--- src/rtl/rx_fifo_buf.sv ---
`default_nettype none
// ---------------------------------------------------------------------------
// rx_fifo_buf : multi-frame CAN receive buffer (tail write/commit, head read/release).
// Optional macro RX_FIFO_INIT_EN resets every storage word to all-ones.  Rev 1.0
// ---------------------------------------------------------------------------
module rx_fifo_buf #(
  parameter int DW         = 8,
  parameter int SLOT_BYTES = 13,
  parameter int SLOTS      = 4,
  parameter int AW         = 4,
  parameter int PW         = 2
) (
  input  logic          clk,
  input  logic          rs,
  input  logic [AW-1:0] b_addr,
  input  logic [DW-1:0] b_din,
  input  logic          b_wrn,
  input  logic          b_commit,
  input  logic          b_abort,
  input  logic [AW-1:0] a_addr,
  output logic [DW-1:0] a_dout,
  input  logic          a_rel,
  input  logic          clr_ovr,
  output logic [PW:0]   frm_cnt,
  output logic          empty,
  output logic          full,
  output logic          overrun
);

  localparam logic [AW:0]   NBYTES = (AW+1)'(SLOT_BYTES);
  localparam logic [PW:0]   NSLOTS = (PW+1)'(SLOTS);
  localparam logic [PW-1:0] LAST   = PW'(SLOTS-1);

  logic [DW-1:0] mem [SLOTS][SLOT_BYTES];
  logic [PW-1:0] hp, tp;
  logic          wr_addr_ok, rd_addr_ok;
  logic          wr_en, com_req, com_ok, com_rej, rel_ok;
  logic [PW:0]   cnt_nxt;

  function automatic logic [PW-1:0] ptr_inc(input logic [PW-1:0] p);
    return (p == LAST) ? '0 : p + 1'b1;
  endfunction

  // When full, tail and head share a slot; a tail write is only safe if the
  // head is released in the same cycle.
  always_comb begin
    wr_addr_ok = ({1'b0, b_addr} < NBYTES);
    rd_addr_ok = ({1'b0, a_addr} < NBYTES);
    wr_en      = !b_wrn && wr_addr_ok && (!full || a_rel);
    com_req    = b_commit && !b_abort;
    com_ok     = com_req && (!full || a_rel);
    com_rej    = com_req && full && !a_rel;
    rel_ok     = a_rel && !empty;
    cnt_nxt    = frm_cnt;
    if (com_ok && !rel_ok)
      cnt_nxt = frm_cnt + 1'b1;
    else if (!com_ok && rel_ok)
      cnt_nxt = frm_cnt - 1'b1;
  end

  always_ff @(posedge clk or posedge rs) begin
    if (rs) begin
      hp      <= '0;
      tp      <= '0;
      frm_cnt <= '0;
      empty   <= 1'b1;
      full    <= 1'b0;
      overrun <= 1'b0;
    end else begin
      if (com_ok)
        tp <= ptr_inc(tp);
      if (rel_ok)
        hp <= ptr_inc(hp);
      frm_cnt <= cnt_nxt;
      empty   <= (cnt_nxt == '0);
      full    <= (cnt_nxt == NSLOTS);
      if (com_rej)
        overrun <= 1'b1;
      else if (clr_ovr)
        overrun <= 1'b0;
    end
  end

`ifdef RX_FIFO_INIT_EN
  always_ff @(posedge clk or posedge rs) begin
    if (rs) begin
      for (int s = 0; s < SLOTS; s++)
        for (int b = 0; b < SLOT_BYTES; b++)
          mem[s][b] <= '1;
    end else if (wr_en) begin
      mem[tp][b_addr] <= b_din;
    end
  end
`else
  always_ff @(posedge clk) begin
    if (wr_en)
      mem[tp][b_addr] <= b_din;
  end
`endif

  always_comb begin
    a_dout = '0;
    if (!empty && rd_addr_ok)
      a_dout = mem[hp][a_addr];
  end

endmodule
`default_nettype wire

--- config.mk ---
export PLATFORM = sky130hd
export DESIGN_NAME = rx_fifo_buf
export DESIGN_NICKNAME = d
export VERILOG_FILES = /design/src/rtl/rx_fifo_buf.sv
export SDC_FILE = /design/constraint.sdc
export NUM_CORES = 1
export LEC_CHECK = 0
export CORE_MARGIN = 4
export CORE_UTILIZATION = 35
export CTS_BUF_LIST = sky130_fd_sc_hd__clkbuf_8
export DETAILED_ROUTE_END_ITERATION = 16
export SETUP_SLACK_MARGIN = 0.3
export SLEW_MARGIN = 5
export SYNTH_ARGS = -nofsm -noshare
export SYNTH_HDL_FRONTEND = slang
export SYNTH_SLANG_ARGS = --single-unit
--- constraint.sdc ---
create_clock -name clk -period 2.75 [get_ports clk]
set_input_delay 0.6875 -clock clk [delete_from_list [all_inputs] [get_ports clk]]
set_output_delay 0.6875 -clock clk [all_outputs]
set_load 0.005 [all_outputs]
==> results of run 1 <==
==> per-stage QoR <==
stage | hold slack, ns | setup WS [ns] | area, sq um | setup TNS (ns)
global route | 0.379 | -0.934 | 21900 | -7.21
floorplan | 0.502 | 0.243 | 17300 | 0
global placement | 0.519 | -1.06 | 19900 | -6.83
finish | 0.385 | -0.810 | 21900 | -6.28
detailed placement | 0.521 | -1.03 | 19900 | -7.17
CTS | 0.357 | -0.867 | 21800 | -6.72
==> Yosys cell counts, types with 6 or more instances <==
master | count | share of area, %
nor2b_1 | 8 | 0.29
dfrtp_1 | 9 | 1.3
nand2b_1 | 6 | 0.22
a221oi_1 | 10 | 0.51
nor4_1 | 7 | 0.26
o211ai_1 | 7 | 0.31
nor3_1 | 9 | 0.26
edfxtp_1 | 416 | 73
inv_1 | 7 | 0.15
nand4_1 | 6 | 0.22
and2_1 | 55 | 2.0
nand2_1 | 25 | 0.55
a22oi_1 | 10 | 0.44
nor2_1 | 18 | 0.39
mux4_2 | 68 | 8.9
o21ai_0 | 6 | 0.18
ha_1 | 7 | 0.51
clkbuf_1 | 9 | 0.20
buf_2 | 10 | 0.29
mux2i_1 | 67 | 3.9
mux2_2 | 23 | 1.5
nand3_1 | 8 | 0.23
a221oi_2 | 6 | 0.53
o221ai_1 | 6 | 0.31
buf_6 | 12 | 0.79
buf_4 | 6 | 0.26
==> worst max-delay path, delay by kind of cell, from the launching register on <==
kind	cells	cell delay, ns
muxes	2	0.78
and+or+nand+nor	1	0.08
buffers and inverters	4	0.56
AOI/OAI and AO/OA	1	0.30
DFF	1	0.57
==> cell type report <==
cell class,instances,area (sq um),area share (%)
repair buffers,210,2610,11.9
well taps,656,821,3.75
multi-input cells,382,4450,20.3
clock buffers,72,991,4.53
inverters,7,26.3,0.120
flip-flops and latches,426,12800,58.3
clock inverters,51,245,1.12
==> final timing paths <==
path,from,endpoint,cells past startpoint
min in group clk,frm_cnt[2],frm_cnt[2],1
max,hp[0],a_dout[7],8
min reg2reg,frm_cnt[2],frm_cnt[2],1
max in group asynchronous,rs,hp[1],2
min,rs,frm_cnt[0],2
max reg2reg,full,mem[2][82],6
==> power breakdown <==
group	internal, W	switching (W)
registers	0.00729	0.000162
clock network	0.00253	0.00240
logic	0.00298	0.00266
==> routing by layer <==
layer | up-vias | GRT usage (%) | part of all wire, %
met5 | - | 0 | 0
met4 | 0 | 4.87 | 2.5
met1 | 4696 | 21.5 | 44
met3 | 65 | 2.98 | 4.9
met2 | 236 | 25.2 | 49
li1 | 4018 | - | -
==> cells by family after synthesis <==
family	count (synthesis)	synth area share, %
compound gates	60	3.09
xor+xnor	2	0.102
fa+ha+maj	7	0.510
buf+inv	53	2.16
flops	426	74.3
mux	163	15.1
simple gates	150	4.76
==> placed cells by master, fill, tap and decap left out, types with 11 or more instances in the layout <==
cell	Yosys	layout
edfxtp_1	416	416
mux2_4	0	14
clkdlybuf4s50_1	0	18
buf_6	12	11
nand2_1	25	24
buf_2	10	14
inv_1	7	30
buf_4	6	91
mux2i_1	67	61
clkinv_1	0	15
clkbuf_8	0	72
and2_1	55	54
mux4_2	68	72
nor2_1	18	16
buf_12	0	67
==> registers in the layout (all words and copies together) (netlist names) <==
register / cells
frm_cnt: 3
mem: 416
empty: 1
hp: 2
overrun: 1
tp: 2
full: 1
==> timing repair <==
item | 4_1_cts | 5_1_grt
gates cloned | 5 | 0
resized for setup | 106 | 13
pin swaps | 25 | 12
endpoints found under the setup margin | 9 | 8
buffers inserted | 25 | 2
==> results.cfg, run 1 <==
[clock_network]
clockRootBuffer = clkbuf_8
cts_hold_buf = 0
max-clock-path-buffers = 3
numCtsBuffers = 70
clkSinkCount = 426
clk_pin_slew_ns = 0.06
cts_tree = yes
htreeDepth = 3
clkLatencyLatePin_ns = 0.61

[sta]
finalCritPeriodShare_pct = 129
setup_viol = 8
rsz0062_at_grt = true
slew_headroom_pct = 48.8
report.final.slew_viol_count = 0
worst_slew_pin_slew_ns = 0.768
skew_ns = 0.0286
fmaxAchievable_mhz = 281
hold_viol = 0
fin_ws_ns = -0.810
timing.final.crit_period_ns = 3.56

[die]
core_sq_um = 48100
pin_count = 37
rows = 80
dieArea_sq_um = 52600
fp.dieW_um = 229
initial_core_util_pct = 35.6
die_h_um = 229

[power_and_ir_drop]
ir_worst_vdd_mv = 0.320
finalPower_w = 0.0180
power.density_nw_per_um2 = 824
p_leak_nw = 7.46

[yosys]
netlist_instances = 861
syn_nets = 891
async_flop_share_pct = 2.35
ys_seq_elements = 426
syn_area_sq_um = 17200
yosysWarnings = 0
synth-edff-count = 416
synth_ff_type = edfxtp_1
syn_avg_cell_area_sq_um = 19.9
ys_seq_area_share_pct = 74.3
yosysUniqueCellTypes = 47

[worst_setup_path]
critPathMaxStageDelay_ns = 0.57
cp_cell_sequence = buf_12 > buf_16 > buf_6 > mux4_2 > mux2_4 > a221oi_4 > nor4_4 > buf_2
cp.required_ns = 2.06
cp_max_fo = 7
critPathArrivalTime_ns = 2.87
criticalPathCategory = register to primary output
reg2reg_setup_slack_ns = 0.69
slowest_stage = dfrtp_4
crit_path_end_kind = primary output
startpoint_type = register

[route]
ant_nets = 0
wire_per_inst_um = 22.8
num_vias = 9015
viasPerCell = 5.00
drc = 0
drt_iter0_markers = 714
dr.pass1.iters = 5
drt-total-wl_um = 41100

[status]
violations = negative setup slack
outcome = finished, violations left

[global_routing]
grt_pass1_wl_um = 61100
grt_pass1_vias = 9258
antenna_found_initial = 0
grt_overflow = 0
grt_max_degree = 53
grtUsageTotal_pct = 15.6

[finish]
diodes = 0
final_core_util_pct = 45.5
final_cells = 1804
fin_nets = 1127
syn_to_final_growth_pct = 27.6
layout-drive-gt1-share_pct = 36.7
nFillCells = 4091

[placement]
place_inst = 1649
port-buffer-count = 36
place_congestion = 0.877
hpwl_um = 26300

[min_path]
hp-class = input pin to asynchronous set/reset pin

[job]
maxCapViolations = 0
Power figures use the tool's default switching activity.
==> run 2: changes to the inputs <==
--- a/config.mk
+++ b/config.mk
@@ -5,10 +5,14 @@
 export SDC_FILE = /design/constraint.sdc
 export NUM_CORES = 1
 export LEC_CHECK = 0
+export ABC_AREA = 1
+export CELL_PAD_IN_SITES_DETAIL_PLACEMENT = 0
+export CELL_PAD_IN_SITES_GLOBAL_PLACEMENT = 2
 export CORE_MARGIN = 4
 export CORE_UTILIZATION = 35
 export CTS_BUF_LIST = sky130_fd_sc_hd__clkbuf_8
 export DETAILED_ROUTE_END_ITERATION = 16
+export PLACE_DENSITY_LB_ADDON = 0.1
 export SETUP_SLACK_MARGIN = 0.3
 export SLEW_MARGIN = 5
 export SYNTH_ARGS = -nofsm -noshare
==> results.cfg, run 2 <==
[worst_setup_path]
cp.required_ns = 2.06
critPathArrivalTime_ns = 2.69
critPathMaxStageDelay_ns = 0.41
crit_family = simple AND/OR/NAND/NOR gates
slowest_stage = dfrtp_4
critical_path_buf_inv_count = 5
cp_max_fo = 8
crit_path_end_kind = primary output
cp_cell_sequence = buf_12 > buf_16 > buf_12 > buf_6 > nor2_2 > nor2_1 > nand2_1 > nand3_2 > nand3_2 > nand2_1 > nand2_1 > nand2_1 > nand2_2 > nor2_4 > buf_2
startpoint_type = register
criticalPathCategory = register to primary output
critical_path.most_common_cell = nand2_1

[die]
core_sq_um = 50500
pin_count = 37
rows = 82
fp.dieW_um = 235
die_h_um = 235
initial_core_util_pct = 35.6
dieArea_sq_um = 55000

[sta]
skew_ns = 0.0166
slew_headroom_pct = 49.1
worst_slew_pin_slew_ns = 0.764
timing.final.crit_period_ns = 3.38
fmaxAchievable_mhz = 296
report.final.slew_viol_count = 0
setup_viol = 8
fin_ws_ns = -0.629
rsz0062_at_grt = true
worst_hold_slack_ns = 0.341
hold_viol = 0
finalCritPeriodShare_pct = 123
finalSetupTns_ns = -4.65

[route]
drt_iter0_markers = 979
viasPerCell = 4.82
ant_nets = 0
wl_met1_um = 24900
drc = 0
wl_met2_um = 26300
dr.max_layer_used = met4
num_vias = 12600
dr.pass1.iters = 5
drt-total-wl_um = 55700
wire_per_inst_um = 21.3
dr_wl_met3_um = 2410

[finish]
largestRegisters = mem (416), frm_cnt (3)
diodes = 0
layout_common_cells = edfxtp_1, nand2_1, nor2_1
final_common_cell = edfxtp_1
syn_to_final_growth_pct = 28.1
fin_nets = 1920
final_core_util_pct = 45.6
layout-drive-gt1-share_pct = 24.7
largest-register = mem
largest_reg_flops = 416
final_cells = 2616

[clock_network]
clockRootBuffer = clkbuf_8
clk_pin_slew_ns = 0.06
numCtsBuffers = 77
clkSinkCount = 426
cts_tree = yes
clkLatencyLatePin_ns = 0.65
htreeDepth = 3
max-clock-path-buffers = 3

[yosys]
synth_top_cell_by_area = edfxtp_1
async_flop_share_pct = 2.35
syn_nets = 1695
ys_top_cells_by_count = nand2_1, edfxtp_1, nor2_1, nand3_1, inv_1
syn_avg_cell_area_sq_um = 10.8
synth-edff-count = 416
synthTopCellsByArea = edfxtp_1, nand2_1, nor2_1, nand3_1, o21ai_0
netlist_instances = 1665
synth_top_area_share_pct = 69.5
syn_area_sq_um = 18000
synth.most_common_cell = nand2_1
synth_ff_type = edfxtp_1
ys_seq_area_share_pct = 70.9
yosysWarnings = 0
yosysUniqueCellTypes = 27
ys_seq_elements = 426

[job]
maxCapViolations = 0

[global_routing]
grt_pass1_wl_um = 81600
antenna_found_initial = 1
grt_pass1_vias = 12700
grt_max_degree = 53
grtUsageTotal_pct = 20.3
grt_overflow = 0

[placement]
hpwl_um = 34400
port-buffer-count = 36
place_congestion = 0.845
dp_slack_ns = -0.936
place_inst = 2454

[status]
outcome = finished, violations left
violations = negative setup slack

[power_and_ir_drop]
power.density_nw_per_um2 = 909
ir_worst_vdd_mv = 0.506
p_leak_nw = 8.97

[min_path]
hp-class = input pin to asynchronous set/reset pin
-- run 2: cell count changes in the layout (fill, tap and decap cells not counted), sizes merged, moves of 55 or more --
cell / before / now
nand2: 25 / 475
nor2: 19 / 267
nand3: 8 / 149
inv: 32 / 132
o21ai: 6 / 101
mux4: 73 / 0
mux2i: 67 / 0
and2: 55 / 0
-- run 2: cell families after synthesis --
| group | after synthesis | share of synthesized area [%] |
|---|---|---|
| and+or+nand+nor | 895 | 19.9 |
| DFF | 426 | 70.9 |
| buffers and inverters | 197 | 4.61 |
| AOI/OAI and AO/OA | 138 | 3.98 |
| adders and majority gates | 7 | 0.488 |
| xor gates and xnor gates | 2 | 0.0975 |
-- run 2: area by class of cell --
type                       instances  area, sq um
sequential                       426        12800
timing repair inverter             1         16.3
multi-input combinational       1042         5080
clock buffer                      78         1070
tap                              672          841
clock inverter                    55          285
fill                            4826        27500
timing repair buffer             231         2530
inverter                         111          447
-- run 2: path summary, 6_finish.rpt --
check	start	slack, ns	depth (start not counted)	end
setup reg to reg	full	0.79	7	mem[2][6]
max in group asynchronous	rs	2.07	2	hp[0]
hold / removal	rs	0.34	2	overrun
hold reg to reg	frm_cnt[2]	0.53	1	frm_cnt[2]
setup / recovery	hp[0]	-0.63	15	a_dout[6]
min in group clk	b_din[6]	0.44	1	mem[1][22]
-- run 2: repair_timing --
| item | 4_1_cts | 5_1_grt |
|---|---|---|
| setup buffers | 12 | 5 |
| gates cloned | 7 | 5 |
| pin swaps | 56 | 70 |
| resized for setup | 169 | 122 |
| hold buffers | 0 | 0 |
| endpoints found under the setup margin | 9 | 8 |
-- run 2: through the flow --
step	total power, W	area, sq um
after CTS	0.0206	22500
final	0.0209	23000
after floorplan	0.0109	18000
after global placement	0.0140	20400
after global routing	0.0221	23000
after detailed placement	0.0139	20400
-- run 2: metal layers --
metal / global-route usage [%] / vias to the layer above
met5: 0 / -
met2: 32.8 / 279
met4: 7.59 / 0
met1: 27.4 / 6162
met3: 3.97 / 109
li1: - / 6059
-- run 2: worst register-to-register path, cell delays in order, from the launching register on --
cell	delay (ns)
dfrtp_1	0.41
nand2_1	0.22
nand2_1	0.15
nor2_1	0.11
buf_4	0.13
nand2_1	0.24
nor2_1	0.23
buf_4	0.18
-- run 2: power by group --
part,total [W],switching [W],internal (W)
combinational,0.00814,0.00489,0.00325
sequential,0.00737,0.0000942,0.00727
clock,0.00542,0.00261,0.00281
==> run 3: changes to the inputs <==
--- a/config.mk
+++ b/config.mk
@@ -11,6 +11,7 @@
 export CORE_MARGIN = 4
 export CORE_UTILIZATION = 35
 export CTS_BUF_LIST = sky130_fd_sc_hd__clkbuf_8
+export CTS_CLUSTER_DIAMETER = 30
 export DETAILED_ROUTE_END_ITERATION = 16
 export PLACE_DENSITY_LB_ADDON = 0.1
 export SETUP_SLACK_MARGIN = 0.3
==> results.cfg, run 3 (synthesis gave the netlist of run 2 again) <==
[finish]
final_cells = 2682
largestRegisters = mem (416), frm_cnt (3)
syn_to_final_growth_pct = 33.8
final_core_util_pct = 47.6
post-route-cell-area_sq_um = 24000
fin_nets = 1952
final_common_cell = nand2_1
largest_reg_flops = 416
layout-drive-gt1-share_pct = 27.9
layout_common_cells = nand2_1, edfxtp_1, nor2_1
diodes = 0
largest-register = mem

[clock_network]
numCtsBuffers = 108
clkSinkCount = 426
htreeDepth = 3
cts_tree = yes
max-clock-path-buffers = 3
clk_pin_slew_ns = 0.05
clockRootBuffer = clkbuf_8
clkLatencyLatePin_ns = 0.69

[die]
pin_count = 37
fp.dieW_um = 235
die_h_um = 235
initial_core_util_pct = 35.6
core_sq_um = 50500
rows = 82
dieArea_sq_um = 55000

[sta]
slew_headroom_pct = 47.3
timing.final.crit_period_ns = 3.43
rsz0062_at_grt = true
hold_viol = 0
skew_ns = 0.0243
fin_ws_ns = -0.680
finalSetupTns_ns = -5.15
fmaxAchievable_mhz = 292
worst_hold_slack_ns = 0.318
worst_slew_pin_slew_ns = 0.790
finalCritPeriodShare_pct = 125
report.final.slew_viol_count = 0
setup_viol = 8

[route]
drt-total-wl_um = 56100
ant_nets = 0
viasPerCell = 4.75
drc = 0
wire_per_inst_um = 20.9
drt_iter0_markers = 840
dr.pass1.iters = 5
num_vias = 12700

[placement]
place_congestion = 0.845
port-buffer-count = 36
hpwl_um = 34400
place_inst = 2454
post_dp_cell_area_sq_um = 20400

[global_routing]
grt_pass1_wl_um = 82700
grt_overflow = 0
antenna_found_initial = 1
grt_pass1_vias = 13000
grt_max_degree = 53
grtUsageTotal_pct = 20.6

[power_and_ir_drop]
p_seq_share_pct = 31.1
clkPwrFrac_pct = 33.7
netSwitchingFraction_pct = 34.5
ir_worst_vdd_mv = 0.763
power.density_nw_per_um2 = 989
comb_power_share_pct = 35.2
p_int_w = 0.0156
power_switching_w = 0.00820
p_leak_nw = 9.43

[worst_setup_path]
criticalPathCategory = register to primary output
crit_path_end_kind = primary output
cp.required_ns = 2.06
cp_max_fo = 30
critPathArrivalTime_ns = 2.74
startpoint_type = register

[status]
outcome = finished, violations left
violations = negative setup slack

[min_path]
hp-class = input pin to asynchronous set/reset pin

[job]
maxCapViolations = 0
[run 3: path summary, 6_finish.rpt]
check	startpoint	endpoint	slack, ns	cells past startpoint
setup / recovery	hp[0]	a_dout[6]	-0.68	13
hold / removal	rs	hp[0]	0.32	2
setup reg to reg	full	mem[2][6]	0.77	7
hold reg to reg	frm_cnt[2]	frm_cnt[2]	0.53	1
max in group asynchronous	rs	hp[1]	2.09	2
min in group clk	b_din[6]	mem[3][22]	0.41	1
[run 3: cell type report]
cell class	instances	area, sq um
multi-input cells	1042	5090
repair buffers	232	2630
flip-flops and latches	426	12800
clock inverters	88	757
clock buffers	110	1510
well taps	672	841
inverters	111	437
fillers	4746	26400
repair inverters	1	16.3
[run 3: power groups by stage]
stage               combinational [W]  clock [W]  sequential (W)
global placement              0.00647          0         0.00752
CTS                           0.00815    0.00819         0.00738
global route                  0.00905    0.00858         0.00739
finish                        0.00836    0.00802         0.00738
detailed placement            0.00641          0         0.00753
floorplan                     0.00342          0         0.00745
[run 3: stage by stage]
step	setup slack, ns	total power, W
after floorplan	0.331	0.0109
after global placement	-0.925	0.0140
after detailed placement	-0.936	0.0139
after CTS	-0.712	0.0237
after global routing	-0.830	0.0250
final	-0.680	0.0238
[run 3: per-layer routing]
layer | GRT usage, % | share of wire, % | up-vias
li1 | - | - | 6175
met1 | 27.3 | 45 | 6186
met2 | 33.5 | 48 | 293
met3 | 4.55 | 4.2 | 92
met4 | 7.24 | 3.2 | 0
met5 | 0 | 0 | -
[run 3: repair_timing]
item,4_1_cts,5_1_grt
endpoints found under the setup margin,9,8
gates cloned,13,2
resized for setup,219,75
pin swaps,87,42
hold buffers,0,0
buffers inserted,12,3
[run 3: worst max-delay path, stage by stage (launching register included)]
cell and delay (ns):
dfrtp_4 0.50, buf_12 0.14, buf_16 0.14, buf_12 0.17
nand2_1 0.09, nand3_2 0.13, a21oi_2 0.20, nor2_1 0.06
nand2_1 0.07, nand2_1 0.08, nand2_1 0.08, nand2_2 0.07
nor2_2 0.16, buf_2 0.14
